`src/rtl/pc_sequencer_pkg.sv`:
```
// Shared encodings and constants for the PC sequencer.
`default_nettype none

package pc_sequencer_pkg;

  typedef enum logic {
    ST_RUN   = 1'b0,
    ST_FLUSH = 1'b1
  } state_t;

  typedef enum logic [1:0] {
    SRC_NONE = 2'd0,
    SRC_BR   = 2'd1,
    SRC_JR   = 2'd2,
    SRC_J    = 2'd3
  } redir_src_t;

  localparam logic [31:0] DEFAULT_RESET_PC = 32'h0000_0000;
  localparam int          INSTR_WORD_SHIFT = 2;

endpackage

`default_nettype wire

```
`src/rtl/pc_sequencer_target_calc.sv`:
```
// pc_target_calc: combinational branch / jump / jr target generation.
`default_nettype none

module pc_target_calc
  import pc_sequencer_pkg::*;
(
  input  logic [15:0] branch_imm,
  input  logic [31:0] branch_pc4,
  input  logic [31:0] pc_plus4,
  input  logic [25:0] jump_index,
  input  logic [31:0] jump_reg_addr,
  output logic [31:0] branch_target,
  output logic [31:0] jump_target,
  output logic [31:0] jr_target,
  output logic        jr_misaligned
);

  logic [31:0] branch_offset;

  // Word offset: sign-extend the immediate, then convert words to bytes.
  assign branch_offset = {{16{branch_imm[15]}}, branch_imm} << INSTR_WORD_SHIFT;
  assign branch_target = branch_pc4 + branch_offset;

  assign jump_target   = {pc_plus4[31:28], jump_index, {INSTR_WORD_SHIFT{1'b0}}};

  assign jr_target     = {jump_reg_addr[31:INSTR_WORD_SHIFT], {INSTR_WORD_SHIFT{1'b0}}};
  assign jr_misaligned = |jump_reg_addr[INSTR_WORD_SHIFT-1:0];

endmodule

`default_nettype wire

```
`src/rtl/pc_sequencer.sv`:
```
// Program counter sequencer: redirect arbitration, flush timing, fetch valid.
// Optional BRANCH_STATS_EN adds saturating TakenCount / FlushCount outputs.
`default_nettype none

module pc_sequencer
  import pc_sequencer_pkg::*;
#(
  parameter logic [31:0] RESET_PC     = DEFAULT_RESET_PC,
  parameter int          FLUSH_CYCLES = 1
) (
  input  logic        Clk,
  input  logic        Reset,
  input  logic        Stall,
  input  logic        BranchTaken,
  input  logic [15:0] BranchImm,
  input  logic [31:0] BranchPC4,
  input  logic        Jump,
  input  logic [25:0] JumpIndex,
  input  logic        JumpReg,
  input  logic [31:0] JumpRegAddr,
  output logic [31:0] PC,
  output logic [31:0] PCPlus4,
  output logic        Flush,
  output logic        FetchValid,
  output logic        AddrError
`ifdef BRANCH_STATS_EN
  ,
  output logic [31:0] TakenCount,
  output logic [31:0] FlushCount
`endif
);

  localparam logic [1:0] FLUSH_RELOAD = 2'(FLUSH_CYCLES - 1);

  state_t      state, state_n;
  redir_src_t  src;
  logic [1:0]  flush_cnt, flush_cnt_n;
  logic [31:0] pc_n;
  logic [31:0] target;
  logic        redirect;
  logic        started;
  logic        addr_err_n;

  logic [31:0] branch_target;
  logic [31:0] jump_target;
  logic [31:0] jr_target;
  logic        jr_misaligned;

  assign PCPlus4 = PC + 32'd4;

  pc_target_calc u_target_calc (
    .branch_imm    (BranchImm),
    .branch_pc4    (BranchPC4),
    .pc_plus4      (PCPlus4),
    .jump_index    (JumpIndex),
    .jump_reg_addr (JumpRegAddr),
    .branch_target (branch_target),
    .jump_target   (jump_target),
    .jr_target     (jr_target),
    .jr_misaligned (jr_misaligned)
  );

  // Jumps arriving during FLUSH belong to already-killed instructions.
  always_comb begin
    src = SRC_NONE;
    if (BranchTaken)
      src = SRC_BR;
    else if (state == ST_RUN && JumpReg)
      src = SRC_JR;
    else if (state == ST_RUN && Jump)
      src = SRC_J;
  end

  always_comb begin
    target = PCPlus4;
    unique case (src)
      SRC_BR:   target = branch_target;
      SRC_JR:   target = jr_target;
      SRC_J:    target = jump_target;
      default:  target = PCPlus4;
    endcase
  end

  assign redirect   = (src != SRC_NONE);
  assign addr_err_n = (src == SRC_JR) && jr_misaligned;
  assign Flush      = redirect || (state == ST_FLUSH);
  assign FetchValid = started && !Flush;

  always_comb begin
    state_n     = state;
    flush_cnt_n = flush_cnt;
    pc_n        = PC;
    if (redirect) begin
      pc_n = target;
      if (FLUSH_CYCLES > 1) begin
        state_n     = ST_FLUSH;
        flush_cnt_n = FLUSH_RELOAD;
      end else begin
        state_n     = ST_RUN;
        flush_cnt_n = 2'd0;
      end
    end else begin
      if (!Stall)
        pc_n = PCPlus4;
      if (state == ST_FLUSH) begin
        if (flush_cnt <= 2'd1) begin
          state_n     = ST_RUN;
          flush_cnt_n = 2'd0;
        end else begin
          flush_cnt_n = flush_cnt - 2'd1;
        end
      end
    end
  end

  always_ff @(posedge Clk or posedge Reset) begin
    if (Reset) begin
      state     <= ST_RUN;
      flush_cnt <= 2'd0;
      PC        <= RESET_PC;
      started   <= 1'b0;
      AddrError <= 1'b0;
    end else begin
      state     <= state_n;
      flush_cnt <= flush_cnt_n;
      PC        <= pc_n;
      started   <= 1'b1;
      AddrError <= addr_err_n;
    end
  end

`ifdef BRANCH_STATS_EN
  always_ff @(posedge Clk or posedge Reset) begin
    if (Reset) begin
      TakenCount <= 32'd0;
      FlushCount <= 32'd0;
    end else begin
      if (redirect && TakenCount != 32'hFFFF_FFFF)
        TakenCount <= TakenCount + 32'd1;
      if (Flush && FlushCount != 32'hFFFF_FFFF)
        FlushCount <= FlushCount + 32'd1;
    end
  end
`endif

endmodule

`default_nettype wire

```
`config.mk`:
```
export PLATFORM = sky130hd
export DESIGN_NAME = pc_sequencer
export DESIGN_NICKNAME = d
export VERILOG_FILES = /design/src/rtl/pc_sequencer_pkg.sv /design/src/rtl/pc_sequencer_target_calc.sv /design/src/rtl/pc_sequencer.sv
export SDC_FILE = /design/constraint.sdc
export NUM_CORES = 1
export LEC_CHECK = 0
export ABC_CLOCK_PERIOD_IN_PS = 3900
export CORE_MARGIN = 1.5
export CORE_UTILIZATION = 49
export CTS_BUF_LIST = sky130_fd_sc_hd__clkbuf_4
export DETAILED_ROUTE_END_ITERATION = 7
export HOLD_SLACK_MARGIN = 0.03
export PLACE_DENSITY_LB_ADDON = 0.25
export SYNTH_ARGS = -nofsm -noshare
export SYNTH_HDL_FRONTEND = slang
export SYNTH_SLANG_ARGS = --single-unit
```
`constraint.sdc`:
```
create_clock -name Clk -period 3.9 [get_ports Clk]
set_clock_uncertainty 0.2 [all_clocks]
set_input_delay 0.585 -clock Clk [delete_from_list [all_inputs] [get_ports Clk]]
set_output_delay 0.585 -clock Clk [all_outputs]
set_load 0.005 [all_outputs]
```
==> results of run 1 <==
==> cell usage in the layout (no fill, tap or decap), drive strengths merged, types with 4 or more instances in the layout <==
master         count
nand2             45
nand3             24
inv               20
o31ai              4
nand2b             5
ha                30
clkbuf             6
and4               4
a21o              19
dfrtp             37
clkdlybuf4s50    178
o21bai             4
nor3              16
o21a               6
a211oi             5
o22ai              4
and2               6
nand3b             4
a31oi              6
a22oi              9
o311ai             4
nor4               6
a221oi            11
nor2              32
nand4             15
nor3b              4
or3                7
a21oi             46
o211ai             4
o21ai             36
a222oi             7
xor2              25
and3              11
buf               10
xnor2             35
==> metal layers <==
layer | share of wire [%] | wire (um) | GRT usage [%] | vias up
met2 | 46 | 7398 | 52.94 | 279
met5 | 0 | 0 | 0 | -
li1 | - | - | - | 2481
met4 | 3.1 | 495 | 13.00 | 0
met1 | 42 | 6735 | 43.50 | 2401
met3 | 8.1 | 1288 | 5.035 | 43
==> kinds of logic (layout without fill, tap and decap cells) <==
family,Yosys count,in the layout,synth area share [%]
other cells,1,1,0.08295
flops,37,37,20.48
mux,3,3,0.6919
simple gates,188,188,23.94
fa+ha+maj,31,31,8.746
xor+xnor,60,60,11.62
compound gates,194,194,29.37
buf+inv,51,215,5.065
==> area by class of cell <==
| cell class | count | share of cell area (%) |
|---|---|---|
| Multi-Input combinational cell | 477 | 52.61 |
| Timing Repair Buffer | 188 | 28.92 |
| Sequential cell | 37 | 14.44 |
| Tap cell | 108 | 2.104 |
| Inverter | 20 | 1.169 |
| Clock buffer | 6 | 0.7015 |
| Clock inverter | 1 | 0.05846 |
==> sequential cells by signal, indices dropped and copies added (netlist names) <==
register   count
PC            32
started        1
flush_cnt      2
AddrError      1
state          1
==> per-stage QoR <==
stage	cells	setup slack, ns	util, %	total power (W)
finish	837	0.1999	72.57	0.001663
detailed placement	830	0.1009	71.99	0.001452
floorplan	565	1.083	-	0.0009745
global route	837	0.05748	72.57	0.001764
CTS	837	0.1004	72.54	0.001652
global placement	830	0.1506	71.99	0.001429
==> power breakdown <==
group          switching (W)  internal [W]  leakage, nW
Combinational       0.000399      0.000509         2.07
Clock               0.000131     0.0000726       0.0292
Sequential          0.000114      0.000437        0.451
==> critical path, cell delays in order (launching register included) <==
cell,delay [ns]
sky130_fd_sc_hd__dfrtp_1,0.46
sky130_fd_sc_hd__and3_2,0.30
sky130_fd_sc_hd__nand4_4,0.23
sky130_fd_sc_hd__nor4_4,0.39
sky130_fd_sc_hd__nand3_2,0.21
sky130_fd_sc_hd__nor2_1,0.22
sky130_fd_sc_hd__xor2_1,0.21
sky130_fd_sc_hd__clkdlybuf4s50_1,0.54
==> worst min-delay path by stage <==
stage / startpoint / endpoint
2_1_floorplan: flush_cnt[1] / state
3_3_place_gp: flush_cnt[1] / flush_cnt[1]
3_5_place_dp: flush_cnt[1] / flush_cnt[1]
4_1_cts: flush_cnt[1] / flush_cnt[1]
5_1_grt: flush_cnt[1] / state
6_report: flush_cnt[1] / flush_cnt[1]
==> results, run 1 <==
- The run finished with clean final reports.
- The headroom to the max-slew limit is roughly half.
- Ranked by total cell area, the synthesized netlist is headed by sky130_fd_sc_hd__dfrtp_1 (20%), sky130_fd_sc_hd__ha_1 (8.3%), sky130_fd_sc_hd__xnor2_1 (6.8%).
- The remaining routing DRC violations is 0.
- In this run the post-CTS setup repair buffer count came out at 0.
- The setup check on the worst reg-to-reg path leaves a slack of about 1.1 ns.
- The first element of the critical path is PC[2].
- The number of optimization iterations in the first detailed-route pass is 5.
- At the later pin of the worst-skew pair, clock insertion delay measures roughly 0.35 ns.
- Setup repair after global routing left no endpoint under its margin.
- The final-layout fill cell count is 695.
- At the pin with the least slew margin, the transition time is approximately 0.74 ns.
- The number of buffers between clock root and the deepest sink is 2.
- The vertical die dimension is roughly 99 um.
- The worst path uses between 90 and 100% of the clock period.
- The critical path arrival is 2.92 ns.
- The fmax is 270.3 MHz.
- The number of clock sinks is 37.
- Summing all multi-input logic gate instances after layout gives between 3000 and 4000 um2.
- The setup violation total in the final timing report is 0.
- The post-synthesis cell count is around 570.
- The final count of hold timing violations is 0.
- Clock tree synthesis inserted a total of 5 buffers.
- The cell at the root of the clock tree is sky130_fd_sc_hd__clkbuf_4.
- The final-stage net count is between 800 and 900.
- In this run the tool buffered the top-level ports with around 180 buffer cells.
- The net count after synthesis is between 700 and 800.
- The most common cell in the netlist is sky130_fd_sc_hd__a21oi_1.
- Across the VDD grid, the largest voltage drop is about 120 uV.
- The floorplan step defined a die boundary enclosing ~10000 um2.
- The worst hold path passes through 2 cells.
- Once detail routing completed, the nets flagged for antenna violations numbered 0.
- The shortest period the worst path allows is between 3 and 4 ns.
- The number of enable flip-flop cells after synthesis is 0.
- The post-synthesis cell type with the largest combined area is sky130_fd_sc_hd__dfrtp_1.
- The overall routed net length is about 16 mm.
- The area of all placed cells without fillers is ~6400 um2.
- The post-synthesis area per instance is approximately 8 um2.
- The nature of the critical path startpoint is a flop.
- Clock-pin slew was measured on the worst setup and hold paths at 0.12 ns.
- The H-tree generated during clock tree synthesis spans 2 levels.
- From left edge to right edge, the die measures 99.05 um.
- The first global-routing pass estimated approximately 26 mm of wire.
- The routed layout has around 5200 vias.
- The fraction of registers with async set/reset is 100.0%.
- In this run the critical register-to-register path is captured at PC[30].
- The count of maximum capacitance violations is 0.
- During synthesis, Yosys emitted a total of 0 warnings.
- Summing the sequential cell areas from Yosys gives between 20% and 30% of the chip area.
- Buffers inserted to repair hold after CTS numbered 0.
- The HPWL after detailed placement is approximately 13 mm.
- The total congestion overflow after global routing is 0.
- The endpoint kind of the worst setup timing path is an output port.
- The critical path endpoint is PCPlus4[29].
- The initial antenna violation count was 0.
- Using the TritonRoute via totals, the vias-per-cell ratio works out to slightly above 6.
- The critical path is of the flop to output port type.
- The number of inserted diodes is 0.
- Along the worst path, the maximum fanout reaches 11.
- Summed over its instances, the top area cell type makes up 20.48% of the synthesized netlist area.
- The final hold slack is roughly 0.34 ns.
- The maximum number of pins on one net before global-route repair is 40.
- Adding up every negative setup slack in the final design gives 0 ns.
- The worst reg2reg path depth is 8.
- Data on the critical path is required at its endpoint by around 3.1 ns.
- In the final layout, the share of cells above drive strength 1 is under 10%.
- The detailed router finished its first iteration with between 400 and 500 violations.
- The most used flip-flop cell after synthesis is sky130_fd_sc_hd__dfrtp_1.
- The core region area is between 8000 and 9000 um2.
- The via count of the first global-routing pass came to 5114.
- The startpoint identified for the worst register-to-register timing path is PC[2].
- The floorplan has 34 rows.
- The placed cell area is 6370 um2.
- In this run the static leakage power is between 2 and 3 nW.
- For this design the ratio of total power to cell area is ~260 nW/um2.
- Once the clock tree was built, the resizer swapped 0 gates to a different size.
- The weighted congestion reported at the end of routability-driven placement is approximately 0.95.
- The total global-route track usage is 32.57%.
- TritonCTS built the clock tree.
- The cell area that synthesis handed to floorplanning was ~4500 um2.
- The area overhead of the layout relative to synthesis is 42.04%.
- The number of slew-limit violations in the final report is 0.
- The distinct cell type count after synthesis is 73.
- The path class of the tightest hold or removal check is flop to flop.
- In this run the count of I/O pins placed on the die edge is 179.
- The initial core utilization is roughly half.
- The synthesized design contains 37 register bits.
- In the final routed layout, each cell accounts on average for 19.02 um.
- In the final layout, flip-flops and latches occupy around 930 um2.
- Counting instances in the post-synthesis netlist gives the leading cell types as sky130_fd_sc_hd__a21oi_1 (46), sky130_fd_sc_hd__nand2_1 (45), sky130_fd_sc_hd__dfrtp_1 (37), sky130_fd_sc_hd__xnor2_1 (35), sky130_fd_sc_hd__o21ai_0 (33).
Power figures use the tool's default switching activity.
==> inputs of run 2 (changes only) <==
Settings changed: ABC_CLOCK_PERIOD_IN_PS 3900 to unset, SKIP_CTS_REPAIR_TIMING set to 1.
==> results of run 2 <==
The final DEF is identical to that of run 1; final timing and power are the same.
==> inputs of run 3 (changes only) <==
Settings changed: CTS_CLUSTER_SIZE set to 10.
==> results of run 3 <==
The final DEF is identical to that of run 1; final timing and power are the same.
